<file path="src/rtl/cpu_mem_bridge_pkg.sv">
// Shared types for the CPU-to-memory bridge: FSM encoding, request kinds,
// the latched request record and a saturating counter helper.
package cpu_mem_bridge_pkg;

  typedef logic [1:0] kind_t;
  localparam kind_t FETCH = 2'd0;
  localparam kind_t LOAD  = 2'd1;
  localparam kind_t STORE = 2'd2;

  localparam logic [4:0] IDLE = 5'b00001;
  localparam logic [4:0] ACPT = 5'b00010;
  localparam logic [4:0] MREQ = 5'b00100;
  localparam logic [4:0] MRSP = 5'b01000;
  localparam logic [4:0] RESP = 5'b10000;

  typedef struct packed {
    kind_t       kind;
    logic [31:0] addr;
    logic [31:0] wdata;
    logic [3:0]  wstrb;
  } req_t;

  function automatic logic [31:0] sat_inc(input logic [31:0] v);
    return (v == 32'hFFFF_FFFF) ? v : v + 32'd1;
  endfunction

endpackage

</file>
<file path="src/rtl/cpu_mem_bridge_if.sv">
// CPU-side (fetch + load/store) and memory-side bus bundles for the bridge.
interface cpu_bus_if;
  logic [31:0] PC;
  logic        Inst_Req_Valid, Inst_Req_Ready;
  logic [31:0] Instruction;
  logic        Inst_Valid, Inst_Ready;
  logic [31:0] Address, Write_data, Read_data;
  logic [3:0]  Write_strb;
  logic        MemWrite, MemRead, Mem_Req_Ready;
  logic        Read_data_Valid, Read_data_Ready;

  modport master (
    output PC, Inst_Req_Valid, Inst_Ready, Address, MemWrite, Write_data,
           Write_strb, MemRead, Read_data_Ready,
    input  Inst_Req_Ready, Instruction, Inst_Valid, Mem_Req_Ready, Read_data,
           Read_data_Valid
  );
  modport slave (
    input  PC, Inst_Req_Valid, Inst_Ready, Address, MemWrite, Write_data,
           Write_strb, MemRead, Read_data_Ready,
    output Inst_Req_Ready, Instruction, Inst_Valid, Mem_Req_Ready, Read_data,
           Read_data_Valid
  );
endinterface

interface mem_bus_if;
  logic        mem_req_valid, mem_req_ready;
  logic [31:0] mem_addr, mem_wdata, mem_rdata;
  logic        mem_we;
  logic [3:0]  mem_wstrb;
  logic        mem_rsp_valid;

  modport master (
    output mem_req_valid, mem_addr, mem_wdata, mem_we, mem_wstrb,
    input  mem_req_ready, mem_rsp_valid, mem_rdata
  );
  modport slave (
    input  mem_req_valid, mem_addr, mem_wdata, mem_we, mem_wstrb,
    output mem_req_ready, mem_rsp_valid, mem_rdata
  );
endinterface

</file>
<file path="src/rtl/cpu_mem_bridge_watchdog.sv">
// Latency watchdog: counts enabled cycles and flags the cycle that reaches limit.
module bridge_watchdog #(
  parameter int W = 8
) (
  input  logic         clk,
  input  logic         rst,
  input  logic         enable,
  input  logic         clear,
  input  logic [W-1:0] limit,
  output logic         expire
);
  logic [W-1:0] cnt;

  always_ff @(posedge clk or negedge rst) begin
    if (!rst)                        cnt <= '0;
    else if (clear)                  cnt <= '0;
    else if (enable && cnt != limit) cnt <= cnt + W'(1);
  end

  // Stays high once reached, so a late memory handshake cannot outrun it.
  assign expire = enable && (({1'b0, cnt} + {{W{1'b0}}, 1'b1}) >= {1'b0, limit});

endmodule

</file>
<file path="src/rtl/cpu_mem_bridge.sv">
// Single-outstanding bridge from CPU fetch/load/store ports to a simple memory bus.
module cpu_mem_bridge
  import cpu_mem_bridge_pkg::*;
#(
  parameter int MEM_LAT_MAX = 255
) (
  input  logic         clk,
  input  logic         rst,
  cpu_bus_if.slave     cpu,
  mem_bus_if.master    mem,
  output logic         bus_err,
  output logic [31:0]  err_cnt
);
  localparam int              WD_W     = $clog2(MEM_LAT_MAX + 1);
  localparam logic [WD_W-1:0] WD_LIMIT = WD_W'(MEM_LAT_MAX);

  logic [4:0]  state;
  req_t        req_q;
  logic [31:0] data_q;
  logic        wd_en, wd_expire, timeout;
  logic        inst_vld, rd_vld, rsp_hs;

  assign wd_en = (state == MREQ) || (state == MRSP);

  bridge_watchdog #(.W(WD_W)) u_wd (
    .clk    (clk),
    .rst    (rst),
    .enable (wd_en),
    .clear  (!wd_en),
    .limit  (WD_LIMIT),
    .expire (wd_expire)
  );

  // A completed handshake in the expiring cycle wins over the timeout.
  assign timeout = wd_expire
                 && !((state == MREQ) && mem.mem_req_ready)
                 && !((state == MRSP) && mem.mem_rsp_valid);

  assign inst_vld = (state == RESP) && (req_q.kind == FETCH);
  assign rd_vld   = (state == RESP) && (req_q.kind == LOAD);
  assign rsp_hs   = (inst_vld && cpu.Inst_Ready) || (rd_vld && cpu.Read_data_Ready);

  always_ff @(posedge clk or negedge rst) begin
    if (!rst) begin
      state   <= IDLE;
      req_q   <= '0;
      data_q  <= '0;
      bus_err <= 1'b0;
      err_cnt <= '0;
    end else begin
      case (state)
        IDLE: begin
          if (cpu.MemRead || cpu.MemWrite) begin
            req_q <= '{kind:  cpu.MemWrite ? STORE : LOAD,
                       addr:  cpu.Address,
                       wdata: cpu.Write_data,
                       wstrb: cpu.Write_strb};
            state <= ACPT;
          end else if (cpu.Inst_Req_Valid) begin
            req_q <= '{kind: FETCH, addr: cpu.PC, wdata: '0, wstrb: '0};
            state <= ACPT;
          end
        end
        ACPT: state <= MREQ;
        MREQ: if (mem.mem_req_ready) state <= (req_q.kind == STORE) ? IDLE : MRSP;
        MRSP: if (mem.mem_rsp_valid) begin
          data_q <= mem.mem_rdata;
          state  <= RESP;
        end
        RESP:    if (rsp_hs) state <= IDLE;
        default: state <= IDLE;
      endcase
      // A timed-out store has no CPU response to deliver, so it just retires.
      if (timeout) begin
        bus_err <= 1'b1;
        err_cnt <= sat_inc(err_cnt);
        data_q  <= '0;
        state   <= (req_q.kind == STORE) ? IDLE : RESP;
      end
    end
  end

  assign cpu.Inst_Req_Ready  = (state == ACPT) && (req_q.kind == FETCH);
  assign cpu.Mem_Req_Ready   = (state == ACPT) && (req_q.kind != FETCH);
  assign cpu.Inst_Valid      = inst_vld;
  assign cpu.Read_data_Valid = rd_vld;
  assign cpu.Instruction     = data_q;
  assign cpu.Read_data       = data_q;

  assign mem.mem_req_valid = (state == MREQ);
  assign mem.mem_addr      = req_q.addr;
  assign mem.mem_wdata     = req_q.wdata;
  assign mem.mem_wstrb     = req_q.wstrb;
  assign mem.mem_we        = (req_q.kind == STORE);

endmodule

</file>
<file path="src/flat_wrapper.sv">
// flat-port wrapper written by rule: the top's interface ports become plain ports
module cpu_mem_bridge_flat import cpu_mem_bridge_pkg::*;
#(
  parameter int MEM_LAT_MAX = 255
)
  (clk, rst, bus_err, err_cnt, cpu_PC, cpu_Inst_Req_Valid, cpu_Inst_Ready, cpu_Address, cpu_MemWrite, cpu_Write_data, cpu_Write_strb, cpu_MemRead, cpu_Read_data_Ready, cpu_Inst_Req_Ready, cpu_Instruction, cpu_Inst_Valid, cpu_Mem_Req_Ready, cpu_Read_data, cpu_Read_data_Valid, mem_mem_req_valid, mem_mem_addr, mem_mem_wdata, mem_mem_we, mem_mem_wstrb, mem_mem_req_ready, mem_mem_rsp_valid, mem_mem_rdata);
  cpu_bus_if cpu_i ();
  mem_bus_if mem_i ();
  input  logic clk;
  input  logic rst;
  output logic bus_err;
  output logic [31:0] err_cnt;
  input wire logic [$bits(cpu_i.PC)-1:0] cpu_PC;
  input wire logic [$bits(cpu_i.Inst_Req_Valid)-1:0] cpu_Inst_Req_Valid;
  input wire logic [$bits(cpu_i.Inst_Ready)-1:0] cpu_Inst_Ready;
  input wire logic [$bits(cpu_i.Address)-1:0] cpu_Address;
  input wire logic [$bits(cpu_i.MemWrite)-1:0] cpu_MemWrite;
  input wire logic [$bits(cpu_i.Write_data)-1:0] cpu_Write_data;
  input wire logic [$bits(cpu_i.Write_strb)-1:0] cpu_Write_strb;
  input wire logic [$bits(cpu_i.MemRead)-1:0] cpu_MemRead;
  input wire logic [$bits(cpu_i.Read_data_Ready)-1:0] cpu_Read_data_Ready;
  output wire logic [$bits(cpu_i.Inst_Req_Ready)-1:0] cpu_Inst_Req_Ready;
  output wire logic [$bits(cpu_i.Instruction)-1:0] cpu_Instruction;
  output wire logic [$bits(cpu_i.Inst_Valid)-1:0] cpu_Inst_Valid;
  output wire logic [$bits(cpu_i.Mem_Req_Ready)-1:0] cpu_Mem_Req_Ready;
  output wire logic [$bits(cpu_i.Read_data)-1:0] cpu_Read_data;
  output wire logic [$bits(cpu_i.Read_data_Valid)-1:0] cpu_Read_data_Valid;
  output wire logic [$bits(mem_i.mem_req_valid)-1:0] mem_mem_req_valid;
  output wire logic [$bits(mem_i.mem_addr)-1:0] mem_mem_addr;
  output wire logic [$bits(mem_i.mem_wdata)-1:0] mem_mem_wdata;
  output wire logic [$bits(mem_i.mem_we)-1:0] mem_mem_we;
  output wire logic [$bits(mem_i.mem_wstrb)-1:0] mem_mem_wstrb;
  input wire logic [$bits(mem_i.mem_req_ready)-1:0] mem_mem_req_ready;
  input wire logic [$bits(mem_i.mem_rsp_valid)-1:0] mem_mem_rsp_valid;
  input wire logic [$bits(mem_i.mem_rdata)-1:0] mem_mem_rdata;
  assign cpu_i.PC = cpu_PC;
  assign cpu_i.Inst_Req_Valid = cpu_Inst_Req_Valid;
  assign cpu_i.Inst_Ready = cpu_Inst_Ready;
  assign cpu_i.Address = cpu_Address;
  assign cpu_i.MemWrite = cpu_MemWrite;
  assign cpu_i.Write_data = cpu_Write_data;
  assign cpu_i.Write_strb = cpu_Write_strb;
  assign cpu_i.MemRead = cpu_MemRead;
  assign cpu_i.Read_data_Ready = cpu_Read_data_Ready;
  assign cpu_Inst_Req_Ready = cpu_i.Inst_Req_Ready;
  assign cpu_Instruction = cpu_i.Instruction;
  assign cpu_Inst_Valid = cpu_i.Inst_Valid;
  assign cpu_Mem_Req_Ready = cpu_i.Mem_Req_Ready;
  assign cpu_Read_data = cpu_i.Read_data;
  assign cpu_Read_data_Valid = cpu_i.Read_data_Valid;
  assign mem_mem_req_valid = mem_i.mem_req_valid;
  assign mem_mem_addr = mem_i.mem_addr;
  assign mem_mem_wdata = mem_i.mem_wdata;
  assign mem_mem_we = mem_i.mem_we;
  assign mem_mem_wstrb = mem_i.mem_wstrb;
  assign mem_i.mem_req_ready = mem_mem_req_ready;
  assign mem_i.mem_rsp_valid = mem_mem_rsp_valid;
  assign mem_i.mem_rdata = mem_mem_rdata;
  cpu_mem_bridge #(.MEM_LAT_MAX(MEM_LAT_MAX)) u_core (.clk(clk), .rst(rst), .cpu(cpu_i), .mem(mem_i), .bus_err(bus_err), .err_cnt(err_cnt));
endmodule
</file>
<file path="config.mk">
export PLATFORM = sky130hd
export DESIGN_NAME = cpu_mem_bridge_flat
export DESIGN_NICKNAME = d
export VERILOG_FILES = /design/src/rtl/cpu_mem_bridge_pkg.sv /design/src/rtl/cpu_mem_bridge_if.sv /design/src/rtl/cpu_mem_bridge_watchdog.sv /design/src/rtl/cpu_mem_bridge.sv /design/src/flat_wrapper.sv
export SDC_FILE = /design/constraint.sdc
export NUM_CORES = 1
export LEC_CHECK = 0
export ABC_AREA = 1
export CAP_MARGIN = 0
export CORE_ASPECT_RATIO = 0.5
export CORE_MARGIN = 3
export CORE_UTILIZATION = 48
export DETAILED_ROUTE_END_ITERATION = 8
export GPL_ROUTABILITY_DRIVEN = 0
export GPL_TIMING_DRIVEN = 0
export PLACE_DENSITY = 0.86
export SKIP_CTS_REPAIR_TIMING = 1
export SLEW_MARGIN = 20
export SYNTH_ARGS = -nofsm -noshare
export SYNTH_HDL_FRONTEND = slang
export SYNTH_SLANG_ARGS = --single-unit
</file>
<file path="constraint.sdc">
create_clock -name clk -period 4.8 [get_ports clk]
set_clock_uncertainty 0.05 [all_clocks]
set_input_delay 0.96 -clock clk [delete_from_list [all_inputs] [get_ports clk]]
set_output_delay 0.96 -clock clk [all_outputs]
set_load 0.005 [all_outputs]
</file>
==> results of run 1 <==
==> metrics by stage <==
stage	instance area, um^2	setup TNS, ns	setup slack (ns)
after floorplan	7870	0	2.62
after global placement	11300	-452.87	-3.09
after detailed placement	11300	0	1.36
after CTS	11900	0	1.47
after global routing	11900	0	1.29
final	11900	0	1.50
==> per-layer routing <==
metal,share of wire [%],up-vias
li1,-,3762
met4,2.5,0
met2,51,340
met3,7.0,58
met1,39,3685
met5,0,-
==> power by group through the flow <==
stage               clock (mW)  sequential, mW  combinational, mW
floorplan                    0            1.96               1.51
global placement             0            2.01               3.01
detailed placement           0            2.04               3.11
CTS                       1.37            2.02               3.12
global route              1.43            2.08               3.36
finish                    1.35            2.02               3.09
==> state kept, by name, summed over array words and instances (netlist names) <==
| name | flops |
|---|---|
| u_core.state | 5 |
| u_core.mem.mem_wstrb | 4 |
| u_core.u_wd.cnt | 8 |
| u_core.err_cnt | 32 |
| u_core.cpu.Instruction | 32 |
| u_core.bus_err | 1 |
| u_core.mem.mem_addr | 32 |
| u_core.req_q | 2 |
| u_core.mem.mem_wdata | 32 |
==> area by class of cell <==
cell class	count	area share [%]
Tap cell	221	2.33
Multi-Input combinational cell	665	25.9
Clock inverter	12	1.31
Clock buffer	20	3.67
Buffer	144	8.02
Inverter	35	1.15
Antenna cell	1	0.0211
Sequential cell	148	31.2
Timing Repair Buffer	312	26.5
==> worst register-to-register path, stage by stage (launching register included) <==
cell and delay [ns]:
dfrtp_1 0.42, nor2_1 0.15, nand4_1 0.12, inv_1 0.14, nand2_1 0.16, inv_1 0.13
buf_2 0.23, buf_1 0.54, a31oi_1 0.19
==> how the worst max path moves through the flow <==
| stage | endpoint | slack (ns) |
|---|---|---|
| after floorplan | u_core.mem.mem_addr[13] | 2.62 |
| after global placement | u_core.mem.mem_addr[26] | -3.09 |
| after detailed placement | u_core.mem.mem_addr[14] | 1.36 |
| after CTS | cpu_Inst_Req_Ready | 1.47 |
| after global routing | cpu_Inst_Req_Ready | 1.29 |
| final | cpu_Inst_Req_Ready | 1.50 |
==> kinds of logic (layout without fill, tap and decap cells) <==
logic type               count (synthesis)  after routing  synth area share, %
flip-flops                             148            148                 47.1
AND/OR/NAND/NOR                        584            584                 31.5
XOR/XNOR                                30             30                 3.34
AO/OA/AOI/OAI                           48             48                 3.75
other                                    0              1                    0
adder cells (fa/ha/maj)                  3              3                0.477
buffers and inverters                  179            523                 13.8
==> cells in the final DEF (no fill, tap or decap), drive strengths merged <==
cell type	n
nand4	12
o21bai	2
clkinv	3
nor2	86
xor2	17
nor4	1
clkdlybuf4s50	310
dfstp	1
o211ai	1
clkbuf	38
buf	128
clkinvlp	5
inv	36
nand3b	1
nand3	120
bufinv	3
o31ai	1
xnor2	13
ha	3
a31oi	33
nand2	345
a21oi	3
nor3	15
diode	1
dfrtp	147
or2	2
nor3b	2
o21ai	8
==> results.toml, run 1 <==
[run_status]
status = "finished, final reports clean"

[global_route]
grt_use_met1_pct = 30.4
antenna_found_initial = 1
grtUsageTotal_pct = 26.1
grt_use_met3_pct = 6.34
grt_max_degree = 80
use_met2_pct = 47.4
overflow = 0
grt_pass1_vias = 7688
grt_pass1_wl_um = 37900
grt-busiest-layer = "met2"

[pwr]
pwr-share-seq_pct = 31.3
p_leak_nw = 5.55
power_density_nw_per_um2 = 543
combPwrFrac_pct = 47.8
p_sw_share_pct = 32.4
p_total_mw = 6.46
vdd_drop_max_mv = 0.313
pwr-share-clk_pct = 20.9
power.internal_mw = 4.37
switchingPower_mw = 2.09

[worst_setup_path]
crit_path_end_kind = "output port"
r2r_start = "u_core.state[2]"
cp.required_ns = 3.79
critPathLaunchType = "flip-flop"
cp_cell_sequence = "nor2_1, inv_1, nor4_1, inv_1, nor3_1, clkdlybuf4s50_1"
critical_path_class = "flip-flop to output port"
slowest_stage = "clkdlybuf4s50_1"
crit_path_start = "u_core.state[2]"
critical_path_arrival_ns = 2.29
r2r_setup_slack_ns = 2.51
path_buf_inv = 3
crit_top_cell = "inv_1"
cp.depth = 6
worstPathMaxFanout = 3
r2r_cells = 8
r2r_end = "u_core.mem.mem_addr[21]"
max_stage_delay_ns = 0.54
cp_top_family = "buffers and inverters"

[synth]
ys_warn_count = 0
synth_top_area_share_pct = 46.7
synth_cells = 992
synth_edf_count = 0
yosysSeqAreaShare_pct = 47.1
mappedNetlistNets = 1136
ys.flop_type = "dfrtp_1"
synth.area.top_cells = "dfrtp_1 47%, nand2_1 16%, buf_4 9.5%"
synth.avg_cell_area_um2 = 7.93
ys_top_cells_by_count = "342 x nand2_1, 147 x dfrtp_1, 118 x nand3_1"
synth-seq-cells = 148
synth_area_um2 = 7870
synthArstFlopShare_pct = 100
yosysMostFrequentCell = "nand2_1"
yosys.area.top_type = "dfrtp_1"
synth_cell_types = 38

[final_layout]
multi_input_area_um2 = 3070
layout.cells.non_filler = 1558
design.final.nets = 1467
register_area_um2 = 3700
drive_above_1_share_pct = 12.4
num-fill-cells = 1163
area_growth_pct = 51.0
final_util_pct = 75.5

[routing]
drc_errors = 0
routed_wl_um = 24200
vias = 7845
drtAntennaViolNets = 0
firstDrtPassIters = 6
drtIter0Drc = 540
wl_per_cell_um = 15.5
viasPerCell = 5.04

[timing]
finalCriticalPeriod_ns = 3.30
rsz0062_at_grt = "no"
fmax_mhz = 303
hold_viol_final = 0
finalCritPeriodShare_pct = 68.7
setup_viol = 0
worst_slew_pin_slew_ns = 0.731
hold_ws_ns = 0.412
slew_headroom_pct = 51.1
slew_viol_final = 0

[floorplan]
initial_core_util_pct = 50.0
io_pins = 312
num_rows = 32
die_h_um = 96.5
die_area_um2 = 18100
die_x_um = 187
design.core.area_um2 = 15700

[clock_tree]
cts.clk_slew.worst_paths_ns = 0.06
h-tree-depth = 4
numClockSinks = 148
cts_tree = "done"
clock-root-buffer = "clkbuf_16"
clk_latency_ns = 0.42
cts.path.max_buffers = 2
cts_buffers = 17

[placement]
io_buffers = 311
dp_cells = 1525
hpwl_um = 19000

[run]
drv_cap = 0

[hold_path]
hold_depth = 1
min_from = "u_core.bus_err"
hold_path.class = "flip-flop to flip-flop"
hold_end = "u_core.bus_err"
No activity file was read; power rests on OpenSTA's default activity.
==> inputs of run 2 (changes only) <==
--- a/config.mk
+++ b/config.mk
@@ -9,11 +9,11 @@
 export CAP_MARGIN = 0
 export CORE_ASPECT_RATIO = 0.5
 export CORE_MARGIN = 3
-export CORE_UTILIZATION = 48
+export CORE_UTILIZATION = 44
 export DETAILED_ROUTE_END_ITERATION = 8
 export GPL_ROUTABILITY_DRIVEN = 0
 export GPL_TIMING_DRIVEN = 0
-export PLACE_DENSITY = 0.86
+export PLACE_DENSITY = 0.8
 export SKIP_CTS_REPAIR_TIMING = 1
 export SLEW_MARGIN = 20
 export SYNTH_ARGS = -nofsm -noshare
==> constraint.sdc (replaced) <==
create_clock -name clk -period 3.15 [get_ports clk]
set_clock_uncertainty 0.05 [all_clocks]
set_input_delay 0.63 -clock clk [delete_from_list [all_inputs] [get_ports clk]]
set_output_delay 0.63 -clock clk [all_outputs]
set_load 0.005 [all_outputs]
==> run 2 against run 1 <==
Net effect:
- combinational power up 51%
- global-route usage down 1.6 points
- clock-buffer cell count down 3
- sequential share of layout area about the same
- die area up 8.7%
- critical path depth unchanged
- sequential power up 52%
- clock power up 54%
- first-iteration DRC count down 9.3%
- via count down 1.2%
- critical endpoint is now cpu_Mem_Req_Ready
- largest cell class unchanged
==> results.toml, run 2 (synthesis results as in run 1) <==
[worst_setup_path]
worstPathMaxFanout = 3
r2r_start = "u_core.state[0]"
r2r_end = "u_core.mem.mem_addr[18]"
crit_path_end_kind = "output port"
r2r_cells = 8
cp.required_ns = 2.47
critPathLaunchType = "flip-flop"
max_stage_delay_ns = 0.56
r2r_setup_slack_ns = 0.98
critical_path_arrival_ns = 2.28
critical_path_class = "flip-flop to output port"
slowest_stage = "clkdlybuf4s50_1"
cp_cell_sequence = "nor2_1, inv_1, nor4_1, inv_1, a21oi_1, clkdlybuf4s50_1"
crit_top_cell = "inv_1"

[timing]
finalCriticalPeriod_ns = 2.96
fmax_mhz = 338
slew_headroom_pct = 52.3
hold_ws_ns = 0.0966
worst_slew_pin_slew_ns = 0.713
rsz0062_at_grt = "no"
finalCritPeriodShare_pct = 93.8
setup_viol = 0
hold_viol_final = 0
slew_viol_final = 0

[routing]
wl_per_cell_um = 15.3
drc_errors = 0
drtIter0Drc = 490
routed_wl_um = 23900
vias = 7747
firstDrtPassIters = 6
drtAntennaViolNets = 0
viasPerCell = 4.96

[pwr]
p_total_mw = 9.82
p_leak_nw = 5.57
vdd_drop_max_mv = 0.442
power_density_nw_per_um2 = 825

[global_route]
overflow = 0
grt_max_degree = 91
grt_pass1_wl_um = 38600
grtUsageTotal_pct = 24.5
antenna_found_initial = 0
grt_pass1_vias = 7589

[final_layout]
final_area_um2 = 11900
area_growth_pct = 51.2
layout_commonest_cell = "nand2_1"
drive_above_1_share_pct = 12.6
design.final.nets = 1467
layout_common_cells = "342 x nand2_1, 310 x clkdlybuf4s50_1, 147 x dfrtp_1"
diodes = 0

[floorplan]
die_area_um2 = 19600
initial_core_util_pct = 46.5
die_h_um = 101
die_x_um = 195
design.core.area_um2 = 16900
num_rows = 33
io_pins = 312

[clock_tree]
h-tree-depth = 4
numClockSinks = 148
cts_tree = "done"
cts_buffers = 17
cts.path.max_buffers = 2
cts.clk_slew.worst_paths_ns = 0.06
clk_latency_ns = 0.42
clock-root-buffer = "clkbuf_16"

[placement]
io_buffers = 311
placed_cell_area_um2 = 11300
hpwl_um = 18700

[run_status]
status = "finished, final reports clean"

[hold_path]
hold_path.class = "input pin to asynchronous set/reset pin"

[run]
drv_cap = 0
## run 2: cell types whose count changed in the layout (fill, tap and decap cells not counted)
cell        delta
clkbuf_1       -3
clkinv_2       +2
clkinv_4       +2
clkinvlp_4     -3
diode_2        -1
inv_6          +2
## run 2: worst max-delay path, delay by kind of cell, from the launching register on
kind | cells | cell delay [ns]
AND/OR/NAND/NOR | 2 | 0.52
AO/OA/AOI/OAI | 1 | 0.18
buffers and inverters | 3 | 0.76
flip-flops | 1 | 0.41
## run 2: per-layer routing
| metal | global-route usage, % | vias to the layer above | wire length, um | share of wire (%) |
|---|---|---|---|---|
| met2 | 43.5 | 308 | 11900 | 50 |
| met3 | 6.31 | 32 | 1710 | 7.1 |
| met5 | 0 | - | 0 | 0 |
| li1 | - | 3744 | - | - |
| met1 | 30.1 | 3663 | 9920 | 42 |
| met4 | 6.29 | 0 | 395 | 1.7 |
## run 2: final cells by class
class                           instances  area (um^2)
Buffer                                144          953
Clock buffer                           17          425
Clock inverter                         15          178
Fill cell                            1344         5030
Inverter                               35          136
Multi-Input combinational cell        665         3070
Sequential cell                       148         3700
Tap cell                              227          284
Timing Repair Buffer                  312         3150
## run 2: how the worst max path moves through the flow
stage                    startpoint                          to  slack, ns  cells past startpoint
floorplan               cpu_MemRead     u_core.mem.mem_addr[13]       1.30                      8
global placement                rst  u_core.cpu.Instruction[17]      -4.59                      1
detailed placement      cpu_MemRead     u_core.mem.mem_addr[13]        0.1                      9
CTS                 u_core.state[2]           cpu_Mem_Req_Ready       0.21                      6
global route        u_core.state[2]           cpu_Mem_Req_Ready       0.01                      6
finish              u_core.state[2]           cpu_Mem_Req_Ready       0.19                      6
## run 2: report_power, final
part / switching (mW) / internal, mW / total (mW) / leakage, nW
Clock: 0.831 / 1.25 / 2.08 / 0.294
Sequential: 0.466 / 2.60 / 3.07 / 1.87
Combinational: 1.86 / 2.80 / 4.67 / 3.41
## run 2: metrics by stage
| step | setup slack [ns] | utilization [%] | cells | TNS, ns |
|---|---|---|---|---|
| floorplan | 1.30 | - | 992 | 0 |
| global placement | -4.59 | 66.5 | 1530 | -675.58 |
| detailed placement | 0.0960 | 66.7 | 1531 | 0 |
| CTS | 0.212 | 70.3 | 1563 | 0 |
| global route | 0.0143 | 70.3 | 1563 | 0 |
| finish | 0.195 | 70.3 | 1563 | 0 |
==> inputs of run 3 (changes only) <==
--- a/config.mk
+++ b/config.mk
@@ -10,6 +10,7 @@
 export CORE_ASPECT_RATIO = 0.5
 export CORE_MARGIN = 3
 export CORE_UTILIZATION = 44
+export CTS_CLUSTER_DIAMETER = 150
 export DETAILED_ROUTE_END_ITERATION = 8
 export GPL_ROUTABILITY_DRIVEN = 0
 export GPL_TIMING_DRIVEN = 0
==> results of run 3 <==
The final DEF is identical to that of run 2; final timing and power are the same.
